### src/rtl/pad_absorb_deserializer.sv
// pad_absorb_deserializer
//   Collects INWIDTH-bit message words into RATE-bit blocks. After the last word
//   of each message it appends word-granular pad10*1 padding. Completed blocks
//   leave one at a time through a single-entry output register.
//
// Ports
//   clk        rising-edge clock
//   clear      synchronous active-high reset
//   in_data    message word
//   in_valid   in_data is valid
//   in_last    in_data is the final word of its message
//   in_ready   a word is accepted this cycle when in_valid is also high
//   blk_data   assembled block; word j at [j*INWIDTH +: INWIDTH]
//   blk_valid  blk_data holds an unconsumed block
//   blk_last   block carries the padding end of its message
//   blk_ready  consumer takes the block
//   blk_count  zero-based block index within its message
//   busy       message partially collected or padding in progress
module pad_absorb_deserializer #(
    parameter int unsigned INWIDTH = 8,
    parameter int unsigned RATE    = 256,
    parameter int unsigned CNTW    = 16
) (
    input  logic               clk,
    input  logic               clear,
    input  logic [INWIDTH-1:0] in_data,
    input  logic               in_valid,
    input  logic               in_last,
    output logic               in_ready,
    output logic [RATE-1:0]    blk_data,
    output logic               blk_valid,
    output logic               blk_last,
    input  logic               blk_ready,
    output logic [CNTW-1:0]    blk_count,
    output logic               busy
);

    localparam int unsigned W   = RATE / INWIDTH;
    localparam int unsigned WCW = (W > 1) ? $clog2(W) : 1;
    localparam logic [WCW-1:0] WC_LAST = WCW'(W - 1);
    // Only slots 0..W-2 are held; slot W-1 goes straight into the output register.
    localparam int unsigned BUFW = RATE - INWIDTH;

    generate
        if ((RATE % INWIDTH) != 0 || W < 2) begin : g_bad_cfg
            $error("pad_absorb_deserializer: RATE must be a multiple of INWIDTH with RATE/INWIDTH >= 2");
        end
    endgenerate

    typedef enum logic [0:0] {
        COLLECT = 1'b0,
        PAD     = 1'b1
    } state_e;

    state_e            state_q, state_d;
    logic [WCW-1:0]    wc_q, wc_d;
    logic [BUFW-1:0]   buf_q, buf_d;
    logic              first_q, first_d;
    logic [CNTW-1:0]   cnt_q, cnt_d;
    logic [RATE-1:0]   data_q, data_d;
    logic              valid_q, valid_d;
    logic              last_q, last_d;
    logic [CNTW-1:0]   count_q, count_d;

    logic               out_free;
    logic               at_last;
    logic               in_ready_c;
    logic               accept;
    logic               pad_write;
    logic               wen;
    logic [INWIDTH-1:0] pad_word;
    logic [INWIDTH-1:0] wword;

    always_comb begin
        state_d = state_q;
        wc_d    = wc_q;
        buf_d   = buf_q;
        first_d = first_q;
        cnt_d   = cnt_q;
        data_d  = data_q;
        valid_d = valid_q;
        last_d  = last_q;
        count_d = count_q;

        out_free   = !valid_q || blk_ready;
        at_last    = (wc_q == WC_LAST);
        in_ready_c = !clear && (state_q == COLLECT) && (!at_last || out_free);
        accept     = in_valid && in_ready_c;

        // First pad word carries the leading 1, the word in slot W-1 the trailing 1;
        // both land in one word when padding starts in the final slot.
        pad_word = '0;
        if (first_q) pad_word[0] = 1'b1;
        if (at_last) pad_word[INWIDTH-1] = 1'b1;

        pad_write = (state_q == PAD) && (!at_last || out_free);
        wen       = accept || pad_write;
        wword     = accept ? in_data : pad_word;

        if (blk_ready) valid_d = 1'b0;

        if (wen) begin
            if (at_last) begin
                data_d  = {wword, buf_q};
                valid_d = 1'b1;
                count_d = cnt_q;
                wc_d    = '0;
                if (state_q == PAD) begin
                    last_d  = 1'b1;
                    cnt_d   = '0;
                    state_d = COLLECT;
                end else begin
                    last_d = 1'b0;
                    cnt_d  = cnt_q + 1'b1;
                end
            end else begin
                buf_d[int'(wc_q)*INWIDTH +: INWIDTH] = wword;
                wc_d = wc_q + 1'b1;
            end

            if (state_q == PAD) begin
                first_d = 1'b0;
            end else if (in_last) begin
                // A last word that also fills the block starts padding on an empty buffer.
                state_d = PAD;
                first_d = 1'b1;
            end
        end
    end

    always_ff @(posedge clk) begin
        if (clear) begin
            state_q <= COLLECT;
            wc_q    <= '0;
            buf_q   <= '0;
            first_q <= 1'b0;
            cnt_q   <= '0;
            data_q  <= '0;
            valid_q <= 1'b0;
            last_q  <= 1'b0;
            count_q <= '0;
        end else begin
            state_q <= state_d;
            wc_q    <= wc_d;
            buf_q   <= buf_d;
            first_q <= first_d;
            cnt_q   <= cnt_d;
            data_q  <= data_d;
            valid_q <= valid_d;
            last_q  <= last_d;
            count_q <= count_d;
        end
    end

    assign in_ready  = in_ready_c;
    assign blk_data  = data_q;
    assign blk_valid = valid_q;
    assign blk_last  = last_q;
    assign blk_count = count_q;
    assign busy      = (state_q == PAD) || (wc_q != '0);

endmodule
### config.mk
export PLATFORM = sky130hd
export DESIGN_NAME = pad_absorb_deserializer
export DESIGN_NICKNAME = d
export VERILOG_FILES = /design/src/rtl/pad_absorb_deserializer.sv
export SDC_FILE = /design/constraint.sdc
export NUM_CORES = 1
export LEC_CHECK = 0
export ABC_AREA = 0
export CORE_ASPECT_RATIO = 0.8
export CORE_MARGIN = 5
export CORE_UTILIZATION = 25
export CTS_CLUSTER_SIZE = 10
export DETAILED_ROUTE_END_ITERATION = 16
export HOLD_SLACK_MARGIN = 0.06
export PLACE_DENSITY_LB_ADDON = 0.25
export SLEW_MARGIN = 20
export SYNTH_ARGS = -nofsm -noshare
export SYNTH_HDL_FRONTEND = slang
export SYNTH_SLANG_ARGS = --single-unit
### constraint.sdc
create_clock -name clk -period 4.25 [get_ports clk]
set_input_delay 0.425 -clock clk [delete_from_list [all_inputs] [get_ports clk]]
set_output_delay 0.425 -clock clk [all_outputs]
set_load 0.005 [all_outputs]
* Word-level counts from Yosys, hierarchy flattened
Index checks and enable logic that the tools add are counted.
** Storage, ports and cells
- Register bits :: 545
- Bits of input ports :: 13
- Output and inout bits :: 276
- Word-level logic and storage cells :: 48
** Operators by class
- Add/sub/neg operators :: 3
- Eq/ne operators :: 1
- Shift-type cells :: 2
- Muxes and demuxes :: 15
- Bitwise gates (word level) :: 2
- Reductions and logical operators :: 16
** Operator list (number)
- $bwmux W248 :: 1
- $shift A8 B34 Y248 const A :: 1
- $shiftx A8 B34 Y248 :: 1
- $neg A8 Y34 :: 1
- $add A16 B1 Y16 const B :: 1
- $mux W16 :: 1
- $mux W1 :: 11
- $mux W8 :: 1
- $reduce_and A2 Y1 :: 3
- $add A5 B1 Y5 const B :: 1
- $eq A5 B5 Y1 const B :: 1
- $mux W5 :: 1
- $reduce_bool A5 Y1 :: 1
- $logic_and A1 B1 Y1 :: 4
- $logic_or A1 B1 Y1 :: 4
- $logic_not A1 Y1 :: 3
- $not A1 Y1 :: 2
- $reduce_bool A2 Y1 :: 1

* Depth between registers and ports, before layout
- Depth after elaboration :: 8
- Mapped depth :: 14
- Mapped depth without buffers :: 9

* Worst setup path after synthesis
OpenSTA, ideal clock, no wires.
- Path type :: register -> register
- From :: register wc_q[0]
- To :: register buf_q[238]
- Setup time :: 0.116 ns
- Data arrival time :: 2.950 ns
- Required time :: 4.134 ns
- Slack :: 1.184 ns
- Cell stages (with the launch flop) :: 14
- Buffers on the path :: 4
- Period minus slack after synthesis :: 3.066 ns
- Path through :: dfxtp_1 clkbuf_1 inv_1 ha_1 buf_4 nor3b_1 ha_1 clkbuf_1 nor3_1 o21ai_1 nor3_1 buf_2 nor3b_1 a31o_2
** On the way
- Longest elaborated chain between the ends :: 8
- Elaborated cells on any way between the ends :: 15
- Classes of those cells :: 1 x add/sub; 1 x eq/ne; 2 x shift; 3 x mux; 1 x bitwise; 7 x reduce/logical
** RTL lines
- start, declared :: RTL line 56 : logic [WCW-1:0] wc_q, wc_d;
- start signal, assigned :: RTL line 144 : wc_q <= wc_d;
- parallel branches: the longest is 8 deep, another holds $neg A8 Y34
- end signal, assigned :: RTL line 145 : buf_q <= buf_d;
- end, declared :: RTL line 57 : logic [BUFW-1:0] buf_q, buf_d;
Parallel ways; which one is timed is not known.
A chain may end at the register's enable or synchronous reset.

* Final worst setup path
- From :: register wc_q[0]
- To :: register buf_q[152]
Same word-level chain as after synthesis.

==> impl_metrics.ini <==
[drt]
vias_per_cell = 4.813
drt_iter0_markers = 1427
drt-pass1-iter-count = 5
drc = 0
wl_um = 78170
drtAntennaViolNets = 0
wl_per_cell_um = 21.18
vias = 17770

[critical_path]
cp.required_ps = 4700
reg2reg_depth = 9
crit_arrival_ps = 4150
r2r-start = wc_q[0]
critPathKind = register to register
setup.worst_path.start = wc_q[0]
critPathMaxFanout = 18
start_kind = register
crit_path_end_kind = register

[logic_synthesis]
synthesis.nets = 2416
syn_area_um2 = 20060
ys_dominant_reg_cell = dfxtp_1
synth_cells = 2398
seq_area_frac_synth = 0.5439
yosysUniqueCellTypes = 64
synth-edff-count = 0
synth.area.top_cells = dfxtp_1 54%, nand2_1 12%, a21oi_1 8.2%, nand3_1 3.6%, mux2i_1 3.2%
synth_top_area_frac = 0.5439
async_flop_share = 0
yosys_warnings = 0
avgSynthCellArea_um2 = 8.364
ys_ff_latch = 545
synth_area_leader_cell = dfxtp_1

[power]
powerDensity_nw_per_um2 = 413.3
power.leakage_nw = 8.712
fin_total_pwr_mw = 10.75
peakVddDrop_v = 0.0002078

[floorplan]
initial_core_util = 0.2533
dieWidth_um = 326.7
dieHeight_um = 263.4
core-area_um2 = 79200
die_area_um2 = 86030
rows = 92
pin_count = 289

[timing]
finalCritPeriodShare = 0.8705
finalClockSkew_ps = 23.16
min_period_ps = 3700
worst_slew_pin_slew_ps = 1167
setup_ws_ps = 550.4
maxSlewViolCount = 0
report.final.setup_viol = 0
maxSlewHeadroom = 0.2189
max_freq_mhz = 270.3
hold_viol_final = 0
rsz0062_at_grt = false
fin_setup_tns_ps = 0

[cts]
cts_tree = built
clk_path_buf_depth = 3
insertion_delay_ps = 600
root_buffer = clkbuf_16
clk_pin_slew_worst_paths_ps = 50
hold_buffers = 0
cts_buffers = 67
cts_sinks = 545
cts_setup_buffers = 0
h-tree-depth = 3
cts_resized = 0

[run_status]
outcome = completed

[min_path]
whs_path_depth = 2
min_path_type = input pin to register
min_from = clear

[global_route]
grt_start_max_net_pins = 213
grt_util_all_layers = 0.1744
antenna_found_initial = 2
grt_pass1_vias = 17410
grt_pass1_wl_um = 115100
overflow = 0

[place]
portBuffers = 288
dp_hpwl_um = 54490
dpl_worst_slack_ps = 513.0
gp_congestion = 0.8816

[finish]
fillers = 8327
final_common_cell = nand2_1
layout-drive-gt1-share = 0.07492
area_growth_pct = 29.72
regArea_um2 = 10910
final_cell_mix = 646 x nand2_1, 545 x dfxtp_1, 330 x a21oi_1
multi_input_area_um2 = 8407
fin_nets = 2652

[run]
drv_cap = 0
critical path, stage by stage (launching register included):
cell and delay [ps]:
dfxtp_1 700, inv_1 100, ha_1 360, nor3b_1 200, ha_1 500, nor3_1 270
o21ai_1 400, or3_1 720, mux2i_1 230, nor2_1 50
where the power goes:
part	internal, mW	switching, mW	total [mW]
sequential	5.11	0.00967	5.12
clock	3.02	2.17	5.19
combinational	0.0956	0.346	0.441
total	8.23	2.52	10.8
flip-flops by register name, summed over array words and instances, names as in the netlist:
| name | flops |
|---|---|
| first_q | 1 |
| wc_q | 5 |
| cnt_q | 16 |
| blk_last | 1 |
| blk_valid | 1 |
| state_q | 1 |
| blk_count | 16 |
| blk_data | 256 |
| buf_q | 248 |
Yosys cell counts (2+ instances only):
cell type  instances
a31o_2            26
clkbuf_1         156
buf_1             10
a32o_1            13
o211ai_1           2
dfxtp_1          545
nor3b_1            8
a21oi_1          330
ha_1               5
a211oi_2           2
and4_1             7
inv_1              7
a211oi_1           4
nor2b_1            4
o31ai_1           20
mux2i_1           65
nor3_1            18
a32oi_1            7
o211a_1            2
nor3_2             2
nor2_1           120
o21ai_1            4
nor4_1             4
and2_1             9
or4_1              2
o21ai_0           85
or3_1              9
nand3b_1           2
and3_1            17
nand2_1          646
nand3_1          146
buf_2             18
nand4_1           35
nand2b_1          16
or2_2              4
xnor2_1            7
xor2_1            11
buf_4              4
through the flow:
stage	cell area [um2]	utilization	hold WS [ps]	cells
global route	26020	0.3285	312.2	3691
finish	26020	0.3285	284.8	3691
CTS	26010	0.3284	276.5	3690
detailed placement	24100	0.3043	445.7	3599
global placement	24100	0.3043	442.7	3599
floorplan	20060	-	427.0	2398
worst paths after layout:
kind	end	slack [ps]
max reg2reg	buf_q[152]	550
max	buf_q[152]	550
min reg2reg	blk_data[85]	440
min	buf_q[6]	280
area by class of cell:
type | count | area share
sequential | 545 | 0.4193
antenna | 1 | 0.00009618
clock inverter | 9 | 0.004328
tap | 1034 | 0.04972
multi-input combinational | 1657 | 0.3231
clock buffer | 82 | 0.06896
timing repair buffer | 355 | 0.1332
inverter | 8 | 0.001250
cells by family (layout without fill, tap and decap cells):
family | count (synthesis) | in the layout | share of synthesized area
simple gates | 1063 | 1063 | 0.2314
flops | 545 | 545 | 0.5439
compound gates | 506 | 506 | 0.1427
buf+inv | 196 | 454 | 0.03855
mux | 65 | 65 | 0.03244
xor+xnor | 18 | 18 | 0.007860
fa+ha+maj | 5 | 5 | 0.003119
other cells | 0 | 1 | 0
routing by layer:
layer,up-vias,routed length (um),GRT usage
met3,129,4171,0.03355
met5,-,0,0
met1,8570,36200,0.2382
li1,8609,-,-
met2,457,35620,0.2805
met4,0,2172,0.05281
Power figures use the tool's default switching activity.
